[src/rtl/glb_4094_sequencer.sv]
// ---------------------------------------------------------------------------
// glb_4094_sequencer
//
// Autonomous shifter for the GLB 4094 shift-register chain. A parallel word
// is serialised MSB-first onto g4094_clk/g4094_data. Once the last bit has
// been clocked in, g4094_strb is pulsed so the 4094 storage latches take the
// new word. g4094_oe is held low until the first complete update after reset.
// This keeps the chain outputs from driving power-up garbage.
//
// Request handshake (start/busy/done):
//   - A start seen while idle is accepted on that clock edge. data is
//     sampled on that edge only, and busy rises on the same edge.
//   - A start seen while busy (FIN included) is not dropped. Its data goes
//     into a single pending slot, and the latest request wins. The pending
//     word is launched on the edge leaving FIN, so busy never drops.
//   - done pulses for exactly one cycle (FIN) per completed transfer.
//   - A reset mid-transfer aborts it without a strobe, so the 4094 latches
//     keep their previous contents.
//
// Parameters:
//   NBITS          chain length in bits (2..64)
//   CLK_DIV        4094 clock half-period in clk cycles (>=1)
//   STROBE_CYCLES  strobe high time in clk cycles (>=1)
//
// Optional feature, macro GLB_4094_READBACK_EN:
//   miso is sampled at the end of every low phase of g4094_clk and collected
//   into rb_data. mismatch flags when the readback differs from the previously
//   written word. Without the macro, rb_data and mismatch are tied to 0 and
//   miso is ignored.
//
// Ports:
//   clk         in   system clock, rising edge
//   rst_n       in   asynchronous active-low reset
//   start       in   request an update using data
//   data        in   word to load, bit NBITS-1 shifted first
//   oe_en       in   requested output-enable state
//   miso        in   chain serial output
//   busy        out  transfer in progress
//   done        out  one-cycle pulse at transfer completion
//   g4094_clk   out  chain shift clock
//   g4094_data  out  chain serial data
//   g4094_strb  out  chain strobe, active high
//   g4094_oe    out  chain output enable, active high
//   rb_data     out  word read back from the chain
//   mismatch    out  readback differs from previous written word
//   dbg_state   out  current FSM state encoding (state_t)
// ---------------------------------------------------------------------------
module glb_4094_sequencer #(
  parameter int NBITS         = 24,
  parameter int CLK_DIV       = 4,
  parameter int STROBE_CYCLES = 4
) (
  input  logic             clk,
  input  logic             rst_n,
  input  logic             start,
  input  logic [NBITS-1:0] data,
  input  logic             oe_en,
  input  logic             miso,
  output logic             busy,
  output logic             done,
  output logic             g4094_clk,
  output logic             g4094_data,
  output logic             g4094_strb,
  output logic             g4094_oe,
  output logic [NBITS-1:0] rb_data,
  output logic             mismatch,
  output logic [2:0]       dbg_state
);

  typedef enum logic [2:0] {
    S_IDLE     = 3'd0,
    S_SHIFT_LO = 3'd1,
    S_SHIFT_HI = 3'd2,
    S_STROBE   = 3'd3,
    S_FIN      = 3'd4
  } state_t;

  localparam int CMAX = (CLK_DIV > STROBE_CYCLES) ? CLK_DIV : STROBE_CYCLES;
  localparam int CW   = $clog2(CMAX + 1);
  localparam int BW   = $clog2(NBITS);

  localparam logic [CW-1:0] DIV_LAST = CW'(CLK_DIV - 1);
  localparam logic [CW-1:0] STB_LAST = CW'(STROBE_CYCLES - 1);
  localparam logic [BW-1:0] BIT_LAST = BW'(NBITS - 1);

  state_t           state, state_nx;
  logic [CW-1:0]    cnt;
  logic [BW-1:0]    bit_cnt;
  logic [NBITS-1:0] sh_reg;
  logic [NBITS-1:0] pend_data;
  logic             pend;
  logic             first_done;
  logic             oe_q;
  logic             cnt_last;
  logic             accept;
  logic [NBITS-1:0] load_word;

  // Last cycle of the timed phase the FSM is currently in.
  always_comb begin
    cnt_last = 1'b0;
    case (state)
      S_SHIFT_LO, S_SHIFT_HI: cnt_last = (cnt == DIV_LAST);
      S_STROBE:               cnt_last = (cnt == STB_LAST);
      default:                cnt_last = 1'b0;
    endcase
  end

  // Next-state logic. accept marks the edge on which a word is loaded into
  // the shifter, either a fresh start from IDLE or a back-to-back restart at
  // FIN. A start coincident with FIN is newer than the pending slot, so it
  // takes priority.
  always_comb begin
    state_nx  = state;
    accept    = 1'b0;
    load_word = data;
    case (state)
      S_IDLE: begin
        if (start) begin
          accept   = 1'b1;
          state_nx = S_SHIFT_LO;
        end
      end
      S_SHIFT_LO: begin
        if (cnt_last) state_nx = S_SHIFT_HI;
      end
      S_SHIFT_HI: begin
        if (cnt_last) state_nx = (bit_cnt == BIT_LAST) ? S_STROBE : S_SHIFT_LO;
      end
      S_STROBE: begin
        if (cnt_last) state_nx = S_FIN;
      end
      S_FIN: begin
        if (start || pend) begin
          accept    = 1'b1;
          load_word = start ? data : pend_data;
          state_nx  = S_SHIFT_LO;
        end else begin
          state_nx = S_IDLE;
        end
      end
      default: state_nx = S_IDLE;
    endcase
  end

  always_ff @(posedge clk or negedge rst_n) begin
    if (!rst_n) state <= S_IDLE;
    else        state <= state_nx;
  end

  always_ff @(posedge clk or negedge rst_n) begin
    if (!rst_n) begin
      cnt        <= '0;
      bit_cnt    <= '0;
      sh_reg     <= '0;
      pend_data  <= '0;
      pend       <= 1'b0;
      first_done <= 1'b0;
      oe_q       <= 1'b0;
    end else begin
      // Phase timer restarts on every state change.
      if (state_nx != state || state == S_IDLE) cnt <= '0;
      else                                      cnt <= cnt + CW'(1);

      if (accept) begin
        bit_cnt <= '0;
        sh_reg  <= load_word;
      end else if (state == S_SHIFT_HI && state_nx == S_SHIFT_LO) begin
        // Advancing here changes g4094_data only on entry to SHIFT_LO, a
        // full half-period after the chain's rising-edge sample.
        bit_cnt <= bit_cnt + BW'(1);
        sh_reg  <= {sh_reg[NBITS-2:0], 1'b0};
      end

      if (state == S_FIN && accept) begin
        pend <= 1'b0;
      end else if (start && state != S_IDLE) begin
        pend      <= 1'b1;
        pend_data <= data;
      end

      if (state == S_FIN) first_done <= 1'b1;

      // Include FIN itself so the enable follows done by exactly one cycle.
      oe_q <= (first_done | (state == S_FIN)) & oe_en;
    end
  end

  assign busy       = (state != S_IDLE);
  assign done       = (state == S_FIN);
  assign g4094_clk  = (state == S_SHIFT_HI);
  assign g4094_data = (state == S_SHIFT_LO || state == S_SHIFT_HI) & sh_reg[NBITS-1];
  assign g4094_strb = (state == S_STROBE);
  assign g4094_oe   = oe_q;
  assign dbg_state  = state;

`ifdef GLB_4094_READBACK_EN
  logic [NBITS-1:0] shadow;
  logic [NBITS-1:0] prev_word;
  logic [NBITS-1:0] rb_sh;
  logic [NBITS-1:0] rb_q;
  logic             had_prev;
  logic             mis_q;

  always_ff @(posedge clk or negedge rst_n) begin
    if (!rst_n) begin
      shadow    <= '0;
      prev_word <= '0;
      rb_sh     <= '0;
      rb_q      <= '0;
      had_prev  <= 1'b0;
      mis_q     <= 1'b0;
    end else begin
      if (accept) shadow <= load_word;
      // End of the low phase: the chain's last stage still shows the bit
      // that was there before this shift clock edge.
      if (state == S_SHIFT_LO && cnt_last) rb_sh <= {rb_sh[NBITS-2:0], miso};
      if (state == S_FIN) begin
        rb_q      <= rb_sh;
        mis_q     <= had_prev && (rb_sh != prev_word);
        prev_word <= shadow;
        had_prev  <= 1'b1;
      end
    end
  end

  assign rb_data  = rb_q;
  assign mismatch = mis_q;
`else
  logic unused_miso;
  assign unused_miso = miso;
  assign rb_data     = '0;
  assign mismatch    = 1'b0;
`endif

endmodule

[config.mk]
export PLATFORM = sky130hd
export DESIGN_NAME = glb_4094_sequencer
export DESIGN_NICKNAME = d
export VERILOG_FILES = /design/src/rtl/glb_4094_sequencer.sv
export SDC_FILE = /design/constraint.sdc
export NUM_CORES = 1
export LEC_CHECK = 0
export BUFFER_PORTS_ARGS = -buffer_cell sky130_fd_sc_hd__buf_2
export CAP_MARGIN = 20
export CORE_ASPECT_RATIO = 0.9
export CORE_MARGIN = 2
export CORE_UTILIZATION = 59
export DETAILED_ROUTE_END_ITERATION = 6
export PLACE_DENSITY_LB_ADDON = 0.1
export REMOVE_ABC_BUFFERS = 1
export SLEW_MARGIN = 20
export SYNTH_ARGS = -nofsm -noshare
export SYNTH_HDL_FRONTEND = slang
export SYNTH_SLANG_ARGS = --single-unit
[constraint.sdc]
create_clock -name clk -period 3.63 [get_ports clk]
set_clock_uncertainty 0.05 [all_clocks]
set_input_delay 0.726 -clock clk [delete_from_list [all_inputs] [get_ports clk]]
set_output_delay 0.726 -clock clk [all_outputs]
set_load 0.005 [all_outputs]
==> metrics, run 1 <==
Logic pwr share 27.1%; Clock Tree Root clkbuf_8; GR Util met2 31.9%; Worst Path Arrival 1.53 ns; Reg power frac between 40% and 50%; ys flop type dfrtp_1; PnR worst setup slack roughly 1.3 ns; drt total wl about 5000 microns; critical path, cell by cell or3_2 -> buf_2; CP Class flop to output port; DP Cell Count approximately 340; remaining antenna violation count after routing 0; num ports 63; FF+latch count, synth between 60 and 70; Slew headroom 55.8%; register area share after synthesis 49.8%; Max Buffers Root-to-Sink 2; first-pass GRT wire length 8830 microns; worst r2r src dbg_state[1]; TNS Setup 0 ns; GR Util met3 under 10%; maximum vdd drop 0.000379 V; setup bufs post-CTS 0; worst slack at placement 1.42 ns; number of synthesis warnings 0; CP peak stage delay 0.54 ns; type of the most critical hold path input pin to async pin; number of DRC markers in iteration 0 156; TritonCTS clock tree yes; H-tree Lvls 3; EDFF count, synth 0; vias 1937; clock power share 24.8%; number of clock buffers inserted by TritonCTS 9; Final GP Congestion between 0.7 and 0.8; post-synthesis cell type count 38; Reg clk slew, reported paths 0.07 ns; Pleak 1.67 nW; Cells after Synth roughly 250; endpoint class of the critical path output port; DRC 0; Setup-failing EPs final 0; global routing's busiest layer met2; non-filler cells, final 358; status finished clean; buffers added on ports 36; Layout Utilization between 60 and 70%; mean routed wirelength per cell 14.3 microns; Sw Ratio 30.4%; vias in the first global route 1940; design internal power 1.70 mW; Worst Tran Pin Value 0.660 ns; initial antenna violation count 0; critical path required time 2.85 ns; final count of pins violating max slew 0; fraction of registers with async set or reset after synthesis 100%; M1 GR Usage 25.5%; via/cell ratio 5.41; Clk Latency, worst-skew pair 0.34 ns; Achievable Freq 433 MHz; Die Height 73.0 microns; largest net degree at the start of global routing 36; Total GRT Usage 20.0%; Final period util 63.6%; Setup crit start kind flop; Worst Setup SP dbg_state[0]; hold buffer count at cts 0; core area 5160 sq um; Max-cap violations 0; CP max stage cell dfrtp_1; Starting Density between 60% and 70%; Worst Path Max Fanout 13; Hold Fails Final Rpt 0; Sink Count between 60 and 70; Switching Power 740 uW; first drt pass iteration count 4; Cell Pwr Density 723 nW/um^2; Core Rows 25; Mapped Avg Cell Area 12.4 sq um; share of cells above drive strength 1 31.6%; unrepaired setup endpoints after global routing no; GRT Residual Overflow 0; Final HPWL DP 3350 microns; Antenna Cells 0; Resize count post-CTS 0; Die X 80.6 microns; die area 5880 sq um; Post-Syn Area a little over 3000 sq um; min cycle time layout 2.31 ns; Nets about 320; P&R area growth vs syn 8.07%
-- synth_stat cells (2+ instances only) --
cell / count / area share (%)
or3_2: 2 / 0.48
buf_6: 6 / 2.2
and2_1: 2 / 0.40
nand2_1: 4 / 0.48
o21ai_1: 19 / 3.1
o221ai_1: 22 / 6.2
nor2_1: 8 / 0.96
dfrtp_1: 62 / 50
nor3b_1: 3 / 0.72
mux2i_1: 23 / 7.4
o21ai_0: 8 / 1.3
clkbuf_1: 3 / 0.36
buf_2: 3 / 0.48
ha_1: 3 / 1.2
inv_1: 4 / 0.48
mux2_2: 25 / 9.0
nand3_1: 3 / 0.48
buf_4: 27 / 6.5
xor2_1: 4 / 1.1
a21oi_1: 3 / 0.48
-- worst max-delay path, delay by kind of cell (launching register included) --
kind                   cells  cell delay [ns]
buffers and inverters      1             0.13
flip-flops                 1             0.54
AND/OR/NAND/NOR            1             0.52
-- final cells by class --
cell class / instances / area [sq um]
Multi-Input combinational cell: 168 / 1300
Clock buffer: 12 / 155
Fill cell: 429 / 1790
Timing Repair Buffer: 41 / 218
Clock inverter: 4 / 45.0
Inverter: 4 / 15.0
Tap cell: 67 / 83.8
Sequential cell: 62 / 1550
-- layer usage --
metal	share of wire [%]	wire [microns]
met1	44	2260
met2	49	2480
met3	6.0	307
met4	1.4	70
met5	0	0
-- layout by cell type (no fill, tap or decap), types with 3 or more instances in the layout --
cell type  synthesis  final
inv_1              4      4
ha_1               3      3
dfrtp_1           62     62
nand2_1            4      4
nor3b_1            3      3
clkinv_2           0      3
mux2_2            25     25
a21oi_1            3      3
o221ai_1          22     22
nand3_1            3      3
nor2_1             8      8
mux2i_1           23     23
xor2_1             4      4
buf_2              3     36
clkbuf_8           0     11
buf_4             27      5
conb_1             1     25
o21ai_1           19     19
o21ai_0            8      8
-- power by group through the flow --
stage,logic (mW),clock network [mW],registers (mW)
after floorplan,0.503,0,1.14
after global placement,0.648,0,1.17
after detailed placement,0.670,0,1.19
after CTS,0.673,0.621,1.18
after global routing,0.751,0.651,1.21
final,0.659,0.604,1.17
-- cells by family after synthesis --
group                    after synthesis  share of synthesized area [%]
adder cells (fa/ha/maj)                3                           1.20
other                                  1                          0.120
buffers and inverters                 46                           11.4
flip-flops                            62                           49.8
multiplexers                          48                           16.4
AND/OR/NAND/NOR                       33                           7.91
XOR/XNOR                               5                           1.40
AO/OA/AOI/OAI                         54                           11.8
-- worst paths after layout --
kind / endpoint / slack [ns] / cells after the start
min in group clk: cnt[0] / 0.38 / 1
setup reg to reg: pend_data[12] / 1.62 / 3
hold reg to reg: cnt[0] / 0.38 / 1
hold / removal: first_done / 0.34 / 1
setup / recovery: busy / 1.32 / 2
max in group asynchronous: pend_data[23] / 2.30 / 2
-- per-stage QoR --
stage               instance area, sq um  total power [mW]  hold WS [ns]
floorplan                           2870              1.64         0.360
global placement                    3170              1.82         0.372
detailed placement                  3170              1.86         0.377
CTS                                 3370              2.47         0.358
global route                        3370              2.62         0.391
finish                              3370              2.44         0.345
(Power assumes the default switching activity.)
==> run 2: changes to the inputs <==
--- a/config.mk
+++ b/config.mk
@@ -9,7 +9,7 @@
 export CAP_MARGIN = 20
 export CORE_ASPECT_RATIO = 0.9
 export CORE_MARGIN = 2
-export CORE_UTILIZATION = 59
+export CORE_UTILIZATION = 49
 export DETAILED_ROUTE_END_ITERATION = 6
 export PLACE_DENSITY_LB_ADDON = 0.1
 export REMOVE_ABC_BUFFERS = 1
==> constraint.sdc (replaced) <==
create_clock -name clk -period 2 [get_ports clk]
set_clock_uncertainty 0.05 [all_clocks]
set_input_delay 0.4 -clock clk [delete_from_list [all_inputs] [get_ports clk]]
set_output_delay 0.4 -clock clk [all_outputs]
set_load 0.005 [all_outputs]
==> run 2 against run 1 <==
Count of clock-buffer cells in the layout grew 1. Non-clock buffer count is 8 higher. Cell count up 7.8%. Power increased by 84%. Core utilization shrank 8.6 points. Die area grew 19%. Global-route usage shrank 3.0 points. Wire length up 4.8%. Hold slack worse by 0.34 ns. Register-to-register slack worse by 1.5 ns. Flip-flop and latch count is the same.
==> metrics, run 2 (synthesized netlist as in run 1, its figures left out) <==
status finished clean (unchanged); initial antenna violation count 0 (unchanged); final count of pins violating max slew 0 (unchanged); num ports 63 (unchanged); P&R area growth vs syn 11.8% (was 8.07%); DRC 0 (unchanged); most frequent cells in the layout 62 x dfrtp_1, 36 x buf_2, 25 x mux2_2, 25 x conb_1, 23 x mux2i_1 (unchanged); Setup crit end busy (unchanged); first drt pass iteration count 4 (unchanged); Final GP Congestion 0.761 (was 0.700); Nets 326 (was 318); Reg-to-Reg End sh_reg[22] (was pend_data[12]); share of cells above drive strength 1 33.4% (was 31.6%); Total GRT Usage 17.0% (was 20.0%); maximum vdd drop 0.000644 V (was 0.000379 V); critical path required time 1.55 ns (was 2.85 ns); CP Class flop to output port (unchanged); Cell Pwr Density 1290 nW/um^2 (was 723 nW/um^2); Starting Density 50.7% (was 60.4%); reg2reg path depth 6 (was 3); area of the multi-input gates 1300 sq um (unchanged); Die X 88.1 microns (was 80.6 microns); number of DRC markers in iteration 0 77 (was 156); Antenna Cells 0 (unchanged); buffers added on ports 36 (unchanged); Core Rows 27 (was 25); GRT Residual Overflow 0 (unchanged); remaining antenna violation count after routing 0 (unchanged); endpoint class of the critical path output port (unchanged); Worst Path Max Fanout 4 (was 13); Clk Latency, worst-skew pair 0.34 ns (about the same); Worst Setup SP dbg_state[0] (unchanged); H-tree Lvls 3 (unchanged); vias 1973 (was 1937); Worst R2R Setup Slack 0.15 ns (was 1.62 ns); Reg area 1550 sq um (unchanged); via/cell ratio 5.11 (was 5.41); mean routed wirelength per cell 13.9 microns (was 14.3 microns); Setup crit start kind flop (unchanged); Final HPWL DP 3390 microns (was 3350 microns); Layout Utilization 56.7% (was 65.3%); Achievable Freq 520 MHz; Final period util between 90% and 100%; Setup-failing EPs final 0 (unchanged); Reg clk slew, reported paths 0.07 ns (about the same); number of clock buffers inserted by TritonCTS 9 (unchanged); unrepaired setup endpoints after global routing no (unchanged); vias in the first global route 1884 (was 1940); Pleak 1.71 nW (was 1.67 nW); first-pass GRT wire length 9020 microns (was 8830 microns); most common cell after layout, fill and taps aside dfrtp_1 (unchanged); min cycle time layout 1.92 ns; FILL cells 560 (was 429); Max Buffers Root-to-Sink 2 (unchanged); worst r2r src cnt[0] (was dbg_state[1]); Sink Count 62 (unchanged); Worst Path Arrival 1.47 ns (was 1.53 ns); Clock Tree Root clkbuf_8 (unchanged); Total Power 4.48 mW (was 2.44 mW); TritonCTS clock tree yes (unchanged); drt total wl 5360 microns (was 5120 microns); core area 6150 sq um (was 5160 sq um); largest net degree at the start of global routing 63 (was 36); Die Height 79.7 microns (was 73.0 microns); TNS Setup 0 ns (unchanged); Hold Fails Final Rpt 0 (unchanged); type of the most critical hold path input pin to async pin (unchanged); die area 7020 sq um (was 5880 sq um); Max-cap violations 0 (unchanged)
run 2: changes by cell type in the layout (fill, tap and decap cells not counted), sizes merged:
cell and delta:
buf +8, clkinvlp +1, clkbuf +1, clkinv -1, bufinv -1
run 2: timing repair:
item	in CTS	in global routing
gates resized for setup	0	2
hold buffers	0	0
endpoints found under the setup margin	0	1
buffers inserted	0	1
run 2: worst max-delay path, stage by stage, from the launching register on:
cell and delay, ns:
dfrtp_1 0.41, buf_6 0.14, or3_2 0.45, buf_2 0.13
run 2: worst min path at each step:
stage	end	slack [ns]	cells past startpoint
2_1_floorplan	bit_cnt[0]	0.05	0
3_3_place_gp	cnt[0]	0.37	1
3_5_place_dp	cnt[0]	0.38	1
4_1_cts	pend_data[17]	0.02	2
5_1_grt	pend_data[20]	0.02	2
6_report	pend_data[20]	0.007	2
run 2: layout make-up:
class                           count  share of cell area (%)
Multi-Input combinational cell    168                    37.3
Inverter                            4                   0.431
Tap cell                           87                    3.12
Clock inverter                      3                   0.503
Sequential cell                    62                    44.5
Clock buffer                       13                    4.85
Timing Repair Buffer               49                    9.26
run 2: where the power goes:
group / switching, mW / total [mW] / internal, mW
combinational: 0.641 / 1.40 / 0.756
sequential: 0.280 / 2.08 / 1.80
clock: 0.462 / 1.01 / 0.547
total: 1.38 / 4.48 / 3.10
run 2: through the flow:
step,worst slack [ns],cells,instance area (sq um),hold WS (ns)
floorplan,-0.0690,234,2870,0.0544
global placement,0.157,369,3280,0.375
detailed placement,0.137,369,3280,0.381
CTS,0.0225,385,3470,0.0213
global route,0.000142,386,3480,0.0219
finish,0.0768,386,3480,0.00660
run 2: layer usage:
| metal | share of wire [%] | track usage [%] | vias up |
|---|---|---|---|
| met1 | 48 | 22.7 | 966 |
| li1 | - | - | 950 |
| met4 | 1.3 | 6.06 | 0 |
| met3 | 5.1 | 6.20 | 6 |
| met5 | 0 | 0 | - |
| met2 | 46 | 25.4 | 51 |
